## src/rtl/ps2_scan_decoder_if.sv

```systemverilog
// Bundles the FIFO read side and the key-event side of the PS/2 scan decoder.
// master = decoder, slave = surrounding FIFO / key-event consumer.
interface ps2_scan_decoder_if #(
  parameter int CNT_W = 16
);
  logic [7:0]       fifo_data;
  logic             fifo_ready;
  logic             fifo_overflow;
  logic             fifo_read;
  logic [7:0]       key_code;
  logic             key_ext;
  logic             key_release;
  logic             key_valid;
  logic             key_ack;
  logic             proto_err;
  logic             ovf_seen;
  logic             clr_err;
  logic [CNT_W-1:0] evt_count;

  modport master (
    input  fifo_data, fifo_ready, fifo_overflow, key_ack, clr_err,
    output fifo_read, key_code, key_ext, key_release, key_valid,
           proto_err, ovf_seen, evt_count
  );

  modport slave (
    output fifo_data, fifo_ready, fifo_overflow, key_ack, clr_err,
    input  fifo_read, key_code, key_ext, key_release, key_valid,
           proto_err, ovf_seen, evt_count
  );
endinterface

```

## src/rtl/ps2_scan_decoder.sv

```systemverilog
// PS/2 set-2 scan-code decoder: pops FIFO bytes, folds E0/F0/E1 prefixes into
// one key event per handshake, flags protocol errors and sticky FIFO overflow.
module ps2_scan_decoder #(
  parameter int PAUSE_SKIP = 7,
  parameter int CNT_W      = 16
) (
  input  logic                clk,
  input  logic                clrn,
  ps2_scan_decoder_if.master  bus
);

  localparam int SKIP_W = (PAUSE_SKIP < 2) ? 1 : $clog2(PAUSE_SKIP + 1);

  localparam logic [2:0] IDLE    = 3'd0;
  localparam logic [2:0] EXT     = 3'd1;
  localparam logic [2:0] BRK     = 3'd2;
  localparam logic [2:0] EXT_BRK = 3'd3;
  localparam logic [2:0] PAUSE   = 3'd4;
  localparam logic [2:0] HOLD    = 3'd5;

  function automatic logic is_junk(input logic [7:0] b);
    return (b == 8'h00) || (b == 8'hFF);
  endfunction

  function automatic logic is_prefix(input logic [7:0] b);
    return (b == 8'hE0) || (b == 8'hF0) || (b == 8'hE1);
  endfunction

  logic [2:0]        state_r, state_s;
  logic [SKIP_W-1:0] skip_r, skip_s;
  logic [7:0]        code_r, code_s;
  logic              ext_r, ext_s;
  logic              rel_r, rel_s;
  logic              valid_r, valid_s;
  logic              err_r, err_s;
  logic              ovf_r;
  logic [CNT_W-1:0]  cnt_r, cnt_s;
  logic              pop_s;
  logic [7:0]        byte_s;

  assign pop_s  = bus.fifo_ready & clrn & (state_r != HOLD);
  assign byte_s = bus.fifo_data;

  // Next-state and event-latch decode for the prefix parser.
  always_comb begin
    state_s = state_r;
    skip_s  = skip_r;
    code_s  = code_r;
    ext_s   = ext_r;
    rel_s   = rel_r;
    valid_s = valid_r;
    err_s   = 1'b0;
    cnt_s   = cnt_r;
    case (state_r)
      IDLE: begin
        if (!pop_s) begin
          state_s = IDLE;
        end else if (byte_s == 8'hE0) begin
          state_s = EXT;
        end else if (byte_s == 8'hF0) begin
          state_s = BRK;
        end else if (byte_s == 8'hE1) begin
          state_s = PAUSE;
          skip_s  = SKIP_W'(PAUSE_SKIP);
        end else if (is_junk(byte_s)) begin
          err_s = 1'b1;
        end else begin
          state_s = HOLD;
          code_s  = byte_s;
          ext_s   = 1'b0;
          rel_s   = 1'b0;
          valid_s = 1'b1;
        end
      end
      EXT: begin
        if (!pop_s) begin
          state_s = EXT;
        end else if (byte_s == 8'hF0) begin
          state_s = EXT_BRK;
        end else if (is_prefix(byte_s) || is_junk(byte_s)) begin
          err_s   = 1'b1;
          state_s = IDLE;
        end else begin
          state_s = HOLD;
          code_s  = byte_s;
          ext_s   = 1'b1;
          rel_s   = 1'b0;
          valid_s = 1'b1;
        end
      end
      BRK, EXT_BRK: begin
        if (!pop_s) begin
          state_s = state_r;
        end else if (is_prefix(byte_s) || is_junk(byte_s)) begin
          err_s   = 1'b1;
          state_s = IDLE;
        end else begin
          state_s = HOLD;
          code_s  = byte_s;
          ext_s   = (state_r == EXT_BRK);
          rel_s   = 1'b1;
          valid_s = 1'b1;
        end
      end
      PAUSE: begin
        // Byte contents are ignored; only the count of consumed bytes matters.
        if (!pop_s) begin
          state_s = PAUSE;
        end else if (skip_r <= SKIP_W'(1)) begin
          skip_s  = SKIP_W'(0);
          state_s = HOLD;
          code_s  = 8'hE1;
          ext_s   = 1'b0;
          rel_s   = 1'b0;
          valid_s = 1'b1;
        end else begin
          skip_s = skip_r - SKIP_W'(1);
        end
      end
      HOLD: begin
        if (bus.key_ack) begin
          valid_s = 1'b0;
          cnt_s   = cnt_r + CNT_W'(1);
          state_s = IDLE;
        end else begin
          state_s = HOLD;
        end
      end
      default: begin
        state_s = IDLE;
        valid_s = 1'b0;
      end
    endcase
  end

  // Parser state and presented-event registers.
  always_ff @(posedge clk) begin
    if (!clrn) begin
      state_r <= IDLE;
      skip_r  <= SKIP_W'(0);
      code_r  <= 8'h00;
      ext_r   <= 1'b0;
      rel_r   <= 1'b0;
      valid_r <= 1'b0;
      err_r   <= 1'b0;
      cnt_r   <= CNT_W'(0);
    end else begin
      state_r <= state_s;
      skip_r  <= skip_s;
      code_r  <= code_s;
      ext_r   <= ext_s;
      rel_r   <= rel_s;
      valid_r <= valid_s;
      err_r   <= err_s;
      cnt_r   <= cnt_s;
    end
  end

  // Sticky overflow flag; a new overflow beats a simultaneous clear.
  always_ff @(posedge clk) begin
    if (!clrn) begin
      ovf_r <= 1'b0;
    end else if (bus.fifo_overflow) begin
      ovf_r <= 1'b1;
    end else if (bus.clr_err) begin
      ovf_r <= 1'b0;
    end else begin
      ovf_r <= ovf_r;
    end
  end

  assign bus.fifo_read   = pop_s;
  assign bus.key_code    = code_r;
  assign bus.key_ext     = ext_r;
  assign bus.key_release = rel_r;
  assign bus.key_valid   = valid_r;
  assign bus.proto_err   = err_r;
  assign bus.ovf_seen    = ovf_r;
  assign bus.evt_count   = cnt_r;

endmodule
```

## src/flat_wrapper.sv

```systemverilog
// flat-port wrapper written by rule: the top's interface ports become plain ports
module ps2_scan_decoder_flat 
#(
  parameter int PAUSE_SKIP = 7,
  parameter int CNT_W      = 16
)
  (clk, clrn, bus_fifo_data, bus_fifo_ready, bus_fifo_overflow, bus_key_ack, bus_clr_err, bus_fifo_read, bus_key_code, bus_key_ext, bus_key_release, bus_key_valid, bus_proto_err, bus_ovf_seen, bus_evt_count);
  ps2_scan_decoder_if #(.CNT_W(CNT_W)) bus_i ();
  input  logic clk;
  input  logic clrn;
  input wire logic [$bits(bus_i.fifo_data)-1:0] bus_fifo_data;
  input wire logic [$bits(bus_i.fifo_ready)-1:0] bus_fifo_ready;
  input wire logic [$bits(bus_i.fifo_overflow)-1:0] bus_fifo_overflow;
  input wire logic [$bits(bus_i.key_ack)-1:0] bus_key_ack;
  input wire logic [$bits(bus_i.clr_err)-1:0] bus_clr_err;
  output wire logic [$bits(bus_i.fifo_read)-1:0] bus_fifo_read;
  output wire logic [$bits(bus_i.key_code)-1:0] bus_key_code;
  output wire logic [$bits(bus_i.key_ext)-1:0] bus_key_ext;
  output wire logic [$bits(bus_i.key_release)-1:0] bus_key_release;
  output wire logic [$bits(bus_i.key_valid)-1:0] bus_key_valid;
  output wire logic [$bits(bus_i.proto_err)-1:0] bus_proto_err;
  output wire logic [$bits(bus_i.ovf_seen)-1:0] bus_ovf_seen;
  output wire logic [$bits(bus_i.evt_count)-1:0] bus_evt_count;
  assign bus_i.fifo_data = bus_fifo_data;
  assign bus_i.fifo_ready = bus_fifo_ready;
  assign bus_i.fifo_overflow = bus_fifo_overflow;
  assign bus_i.key_ack = bus_key_ack;
  assign bus_i.clr_err = bus_clr_err;
  assign bus_fifo_read = bus_i.fifo_read;
  assign bus_key_code = bus_i.key_code;
  assign bus_key_ext = bus_i.key_ext;
  assign bus_key_release = bus_i.key_release;
  assign bus_key_valid = bus_i.key_valid;
  assign bus_proto_err = bus_i.proto_err;
  assign bus_ovf_seen = bus_i.ovf_seen;
  assign bus_evt_count = bus_i.evt_count;
  ps2_scan_decoder #(.PAUSE_SKIP(PAUSE_SKIP), .CNT_W(CNT_W)) u_core (.clk(clk), .clrn(clrn), .bus(bus_i));
endmodule
```

## config.mk

```make
export PLATFORM = sky130hd
export DESIGN_NAME = ps2_scan_decoder_flat
export DESIGN_NICKNAME = d
export VERILOG_FILES = /design/src/rtl/ps2_scan_decoder_if.sv /design/src/rtl/ps2_scan_decoder.sv /design/src/flat_wrapper.sv
export SDC_FILE = /design/constraint.sdc
export NUM_CORES = 1
export LEC_CHECK = 0
export CORE_UTILIZATION = 40
export CTS_CLUSTER_SIZE = 40
export DETAILED_ROUTE_END_ITERATION = 10
export PLACE_DENSITY = 0.66
export SLEW_MARGIN = 20
export SYNTH_ARGS = -nofsm -noshare
export SYNTH_HDL_FRONTEND = slang
export SYNTH_SLANG_ARGS = --single-unit
```

## constraint.sdc

```tcl
create_clock -name clk -period 3.2 [get_ports clk]
set_input_delay 0.32 -clock clk [delete_from_list [all_inputs] [get_ports clk]]
set_output_delay 0.32 -clock clk [all_outputs]
set_load 0.1 [all_outputs]
```

== After elaboration in Yosys (flattened, before gate mapping) ==
Cells that the tools add are included.

* Register bits after elaboration: 35
* Bits of input ports: 14

* Add/subtract/negate cells: 2
* Magnitude comparators: 1
* Equal/unequal tests: 26
* Muxes and demuxes: 75
* Bitwise operators: 2
* Reductions and logical operators: 16

{| class="wikitable"
|+ Operators with widths
! cell !! count
|-
| 8-bit 2-to-1 mux || 11
|-
| 3-bit 2-to-1 mux || 18
|-
| 1-bit 2-to-1 mux || 39
|-
| 8-bit equality test, second input constant || 4
|-
| 8-bit case mux with 4 select lines || 1
|-
| 2-bit != test, second input constant || 12
|-
| 11-bit AND reduction || 2
|-
| 16-bit by 1-bit adder with 16-bit output, second input constant || 1
|-
| 3-bit case mux with 5 select lines || 1
|-
| 13-bit AND reduction || 1
|-
| 8-bit logical NOT || 1
|-
| 1-bit case mux with 4 select lines || 2
|-
| 3-bit by 2-bit equality test with 1-bit output, second input constant || 2
|-
| 3-bit equality test, second input constant || 2
|-
| 6-bit != test, second input constant || 1
|-
| 3-bit case mux with 2 select lines || 1
|-
| 6-bit AND reduction || 1
|-
| 1-bit case mux with 5 select lines || 1
|-
| 1-bit logical OR || 4
|-
| 2-bit by 1-bit != test with 1-bit output, second input constant || 2
|-
| 2-bit nonzero test || 2
|-
| 4-bit nonzero test || 1
|-
| 3-bit by 1-bit equality test with 1-bit output, second input constant || 1
|-
| 3-bit by 1-bit less-or-equal comparator with 1-bit output, second input constant || 1
|-
| other kinds (9) || 10
|}

== Depth between registers and ports, before layout ==
* Word-level depth: 8
* Depth in mapped cells: 8

== Worst setup path before layout ==
No wires, ideal clock.

* Path kind: flip-flop to output port
* From: register u_core.state_r[1]
* To: output bus_fifo_read
* Arrival time: 2.214 ns
* Required time: 2.880 ns
* Path slack: 0.666 ns
* Stages on the path, launching flop included: 5
* Path through: dfxtp_1 clkbuf_1 buf_1 nor2_1 nor2_1

* Longest elaborated chain between the ends: 2

{| class="wikitable"
|+ RTL lines
! item !! line !! source
|-
| start, declared || ps2_scan_decoder.sv:29 || <nowiki>logic [2:0] state_r, state_s;</nowiki>
|-
| start signal, assigned || ps2_scan_decoder.sv:148 || <nowiki>state_r <= state_s;</nowiki>
|-
| 3-bit != test || ps2_scan_decoder.sv:41 || <nowiki>assign pop_s = bus.fifo_ready & clrn & (state_r != HOLD);</nowiki>
|-
| 1-bit AND || ps2_scan_decoder.sv:41 ||
|-
| end, declared || flat_wrapper.sv:16 || <nowiki>output wire logic [$bits(bus_i.fifo_read)-1:0] bus_fifo_read;</nowiki>
|}

Every way passes these cells.

== Worst setup path after layout ==
* From: register u_core.state_r[0]
* To: register u_core.code_r[7] (netlist: u_core.bus.key_code[7])

* Longest elaborated chain between the ends: 4

{| class="wikitable"
|+ RTL lines
! item !! line !! source
|-
| 3-bit by 2-bit equality test with 1-bit output or 3-bit != test (tied branches) || ps2_scan_decoder.sv:54, ps2_scan_decoder.sv:41 ||
|-
| 2-bit OR reduction or 1-bit AND (tied branches) || ps2_scan_decoder.sv:54, ps2_scan_decoder.sv:41 ||
|-
| 4-bit nonzero test (no line) or 2-bit != test (tied branches) || -- ||
|-
| 11-bit AND reduction (no line) || -- ||
|-
| end signal, assigned || ps2_scan_decoder.sv:150 || <nowiki>code_r <= code_s;</nowiki>
|-
| end, declared || ps2_scan_decoder.sv:31 || <nowiki>logic [7:0] code_r, code_s;</nowiki>
|}

Several ways; a longest one is shown, not always the timed one.
A chain may end at the register's enable or synchronous reset.

==> impl_metrics.tcl <==
set metrics [dict create \
    grt_pass1_vias 1542 \
    vias 1721 \
    cp_top_family "simple AND/OR/NAND/NOR gates" \
    post_cts_buffers 0 \
    status "finished, violations left" \
    clkLatencyLatePin_ps 290 \
    antenna_found_initial 0 \
    io_pins 44 \
    clock-sinks 35 \
    wl_per_cell_um 13.10 \
    period_needed_ps 2404 \
    rsz0062_at_grt "no" \
    cellLeakagePower_nw 0.8793 \
    hpwl_um 3011 \
    synth_edf_count 0 \
    holdCritPathClass "reg2reg" \
    max_freq_ghz 0.4159 \
    worstPathMaxFanout 16 \
    slew_violations 0 \
    p_per_area_nw_per_um2 469.1 \
    dr.pass1.iters 8 \
    ctsResizeCount 0 \
    ant_nets 0 \
    fin_crit_sh_pct 75.13 \
    violations "design-rule violations" \
    critPathBufInv 0 \
    synthArstFlopShare_pct 0 \
    max-vdd-ir-drop_uv 200.3 \
    ys_seq_area_share_pct 37.23 \
    cts_tree "built" \
    drc 14 \
    gr-total-overflow 0 \
    fin_nets 282 \
    syn_area_um2 1882 \
    tightestPinTransition_ps 987.2 \
    gp_congestion 0.8685 \
    numPortBuffers 43 \
    grt_max_degree 36 \
    cts-htree-levels 2 \
    yosysWarningCount 0 \
    wl_um 4180 \
    cap_violations 0 \
    synth_area_leaders "dfxtp_1 37%, nand2_1 4.8%, xnor2_1 4.7%, and2_1 4.3%, mux2i_1 3.7%" \
    area_growth_syn_to_layout_pct 30.19 \
    clkTransAtPathRegs_ps 80 \
    vias_per_cell 5.395 \
    grt_usage_pct 18.15 \
    syn_inst 227 \
    crit_path_max_incr_delay_ps 680 \
    nFillCells 417 \
    initial_core_util_pct 42.34 \
    syn_nets 243 \
    power_mw 1.149 \
    drt-initial-drc-count 135 \
    cp-end-kind "flop" \
    yosysMostFrequentCell "dfxtp_1" \
    crit_type "reg2reg" \
    die_w_um 70.59 \
    drive_gt1_share_pct 7.865 \
    crit_chain "nor2_2 -> nand2_1 -> o32ai_1 -> a211o_2 -> or3_1 -> o221a_1" \
    crit_arrival_ps 2580 \
    tns_ps 0 \
    coreArea_um2 4444 \
    cts_buffers 5 \
    grt_pass1_wl_um 7210 \
    num_rows 24 \
    die_h_um 70.59 \
    synth_cell_type_count 48 \
    ctsHoldBuffers 0 \
    required_ps 3370 \
    startpoint_type "flop" \
    avgSynthCellArea_um2 8.290 \
    whs_ps 463.6 \
    synth_ff_type "dfxtp_1" \
    setup_viol 0 \
    yosys_register_bits 35 \
    relSlewSlack_pct 33.98 \
    skew_ps 9.135 \
    final_hold_viol_count 0 \
    yosys.area.top_type "dfxtp_1" \
    netlist_top_cells_count "35 x dfxtp_1, 24 x nand2_1, 15 x nor2_1" \
    clk_root_buffer_cell "clkbuf_8" \
    cp_slowest_cell "dfxtp_1" \
    antennaDiodeCount 0 \
    design.die.area_um2 4983 \
    synth_top_cell_area_share_pct 37.23 \
    clockBufferDepth 2 \
]
==> final timing paths <==
path | to | startpoint | cells past startpoint | slack [ps]
min | u_core.bus.key_code[2] | u_core.bus.key_code[2] | 2 | 460
min reg2reg | u_core.bus.key_code[2] | u_core.bus.key_code[2] | 2 | 460
max | u_core.bus.key_code[7] | u_core.state_r[0] | 6 | 800
max reg2reg | u_core.bus.key_code[7] | u_core.state_r[0] | 6 | 800
==> cells by family (layout without fill, tap and decap cells) <==
logic type / after synthesis / in the layout / synth area share, %
xor gates and xnor gates: 13 / 13 / 6.051
muxes: 7 / 7 / 3.724
AOI/OAI and AO/OA: 49 / 49 / 18.62
DFF: 35 / 35 / 37.23
buffers and inverters: 20 / 60 / 4.321
and+or+nand+nor: 101 / 101 / 28.72
adders and majority gates: 2 / 2 / 1.330
==> metal layers <==
layer	GRT usage, %	vias to the layer above	wire length, um
li1	-	881	-
met1	26.38	777	2048
met2	25.89	54	1785
met3	4.131	9	246
met4	7.556	0	99
met5	0	-	0
==> area by class of cell <==
cell class / instances / area [um2] / share of cell area [%]
Sequential cell: 35 / 700.7 / 28.60
Clock buffer: 6 / 82.58 / 3.371
Timing Repair Buffer: 46 / 462.9 / 18.90
Inverter: 6 / 22.52 / 0.9193
Clock inverter: 2 / 16.27 / 0.6639
Multi-Input combinational cell: 172 / 1100 / 44.89
Tap cell: 52 / 65.06 / 2.656
==> where the power goes <==
| part | internal [mW] | leakage (nW) | switching [mW] |
|---|---|---|---|
| logic | 0.0958 | 0.547 | 0.234 |
| registers | 0.460 | 0.285 | 0.0168 |
| clock network | 0.176 | 0.0474 | 0.167 |
==> stage by stage <==
| stage | utilization (%) | instance area, um2 | instances | setup slack, ps |
|---|---|---|---|---|
| after CTS | 55.12 | 2450 | 319 | 841.9 |
| after detailed placement | 52.90 | 2351 | 311 | 560.6 |
| after floorplan | - | 1882 | 227 | 666.2 |
| after global routing | 55.12 | 2450 | 319 | 669.6 |
| after global placement | 52.90 | 2351 | 311 | 594.0 |
| final | 55.12 | 2450 | 319 | 795.7 |
==> cells in the final DEF, fill, tap and decap left out, types with 4 or more instances in the layout <==
cell type	instances
o21ai_0	11
clkbuf_8	6
inv_1	6
nor3_1	9
clkdlybuf4s50_1	42
mux2i_1	7
nor2_1	15
and3_1	4
nand3_1	6
a21oi_1	9
a21boi_0	7
nand4_1	6
nand2_1	24
dfxtp_1	35
or3_1	6
and2_1	13
xnor2_1	10
==> worst reg2reg max path, delay by kind of cell, from the launching register on <==
family,cells,cell delay [ps]
compound gates,3,740
simple gates,3,860
flops,1,680
==> registers in the layout, summed over array words and instances (netlist names) <==
register,count
u_core.bus.key_valid,1
u_core.bus.key_code,8
u_core.skip_r,3
u_core.bus.evt_count,16
u_core.state_r,3
u_core.bus.key_release,1
u_core.bus.proto_err,1
u_core.bus.key_ext,1
u_core.bus.ovf_seen,1
Power figures use the tool's default switching activity.
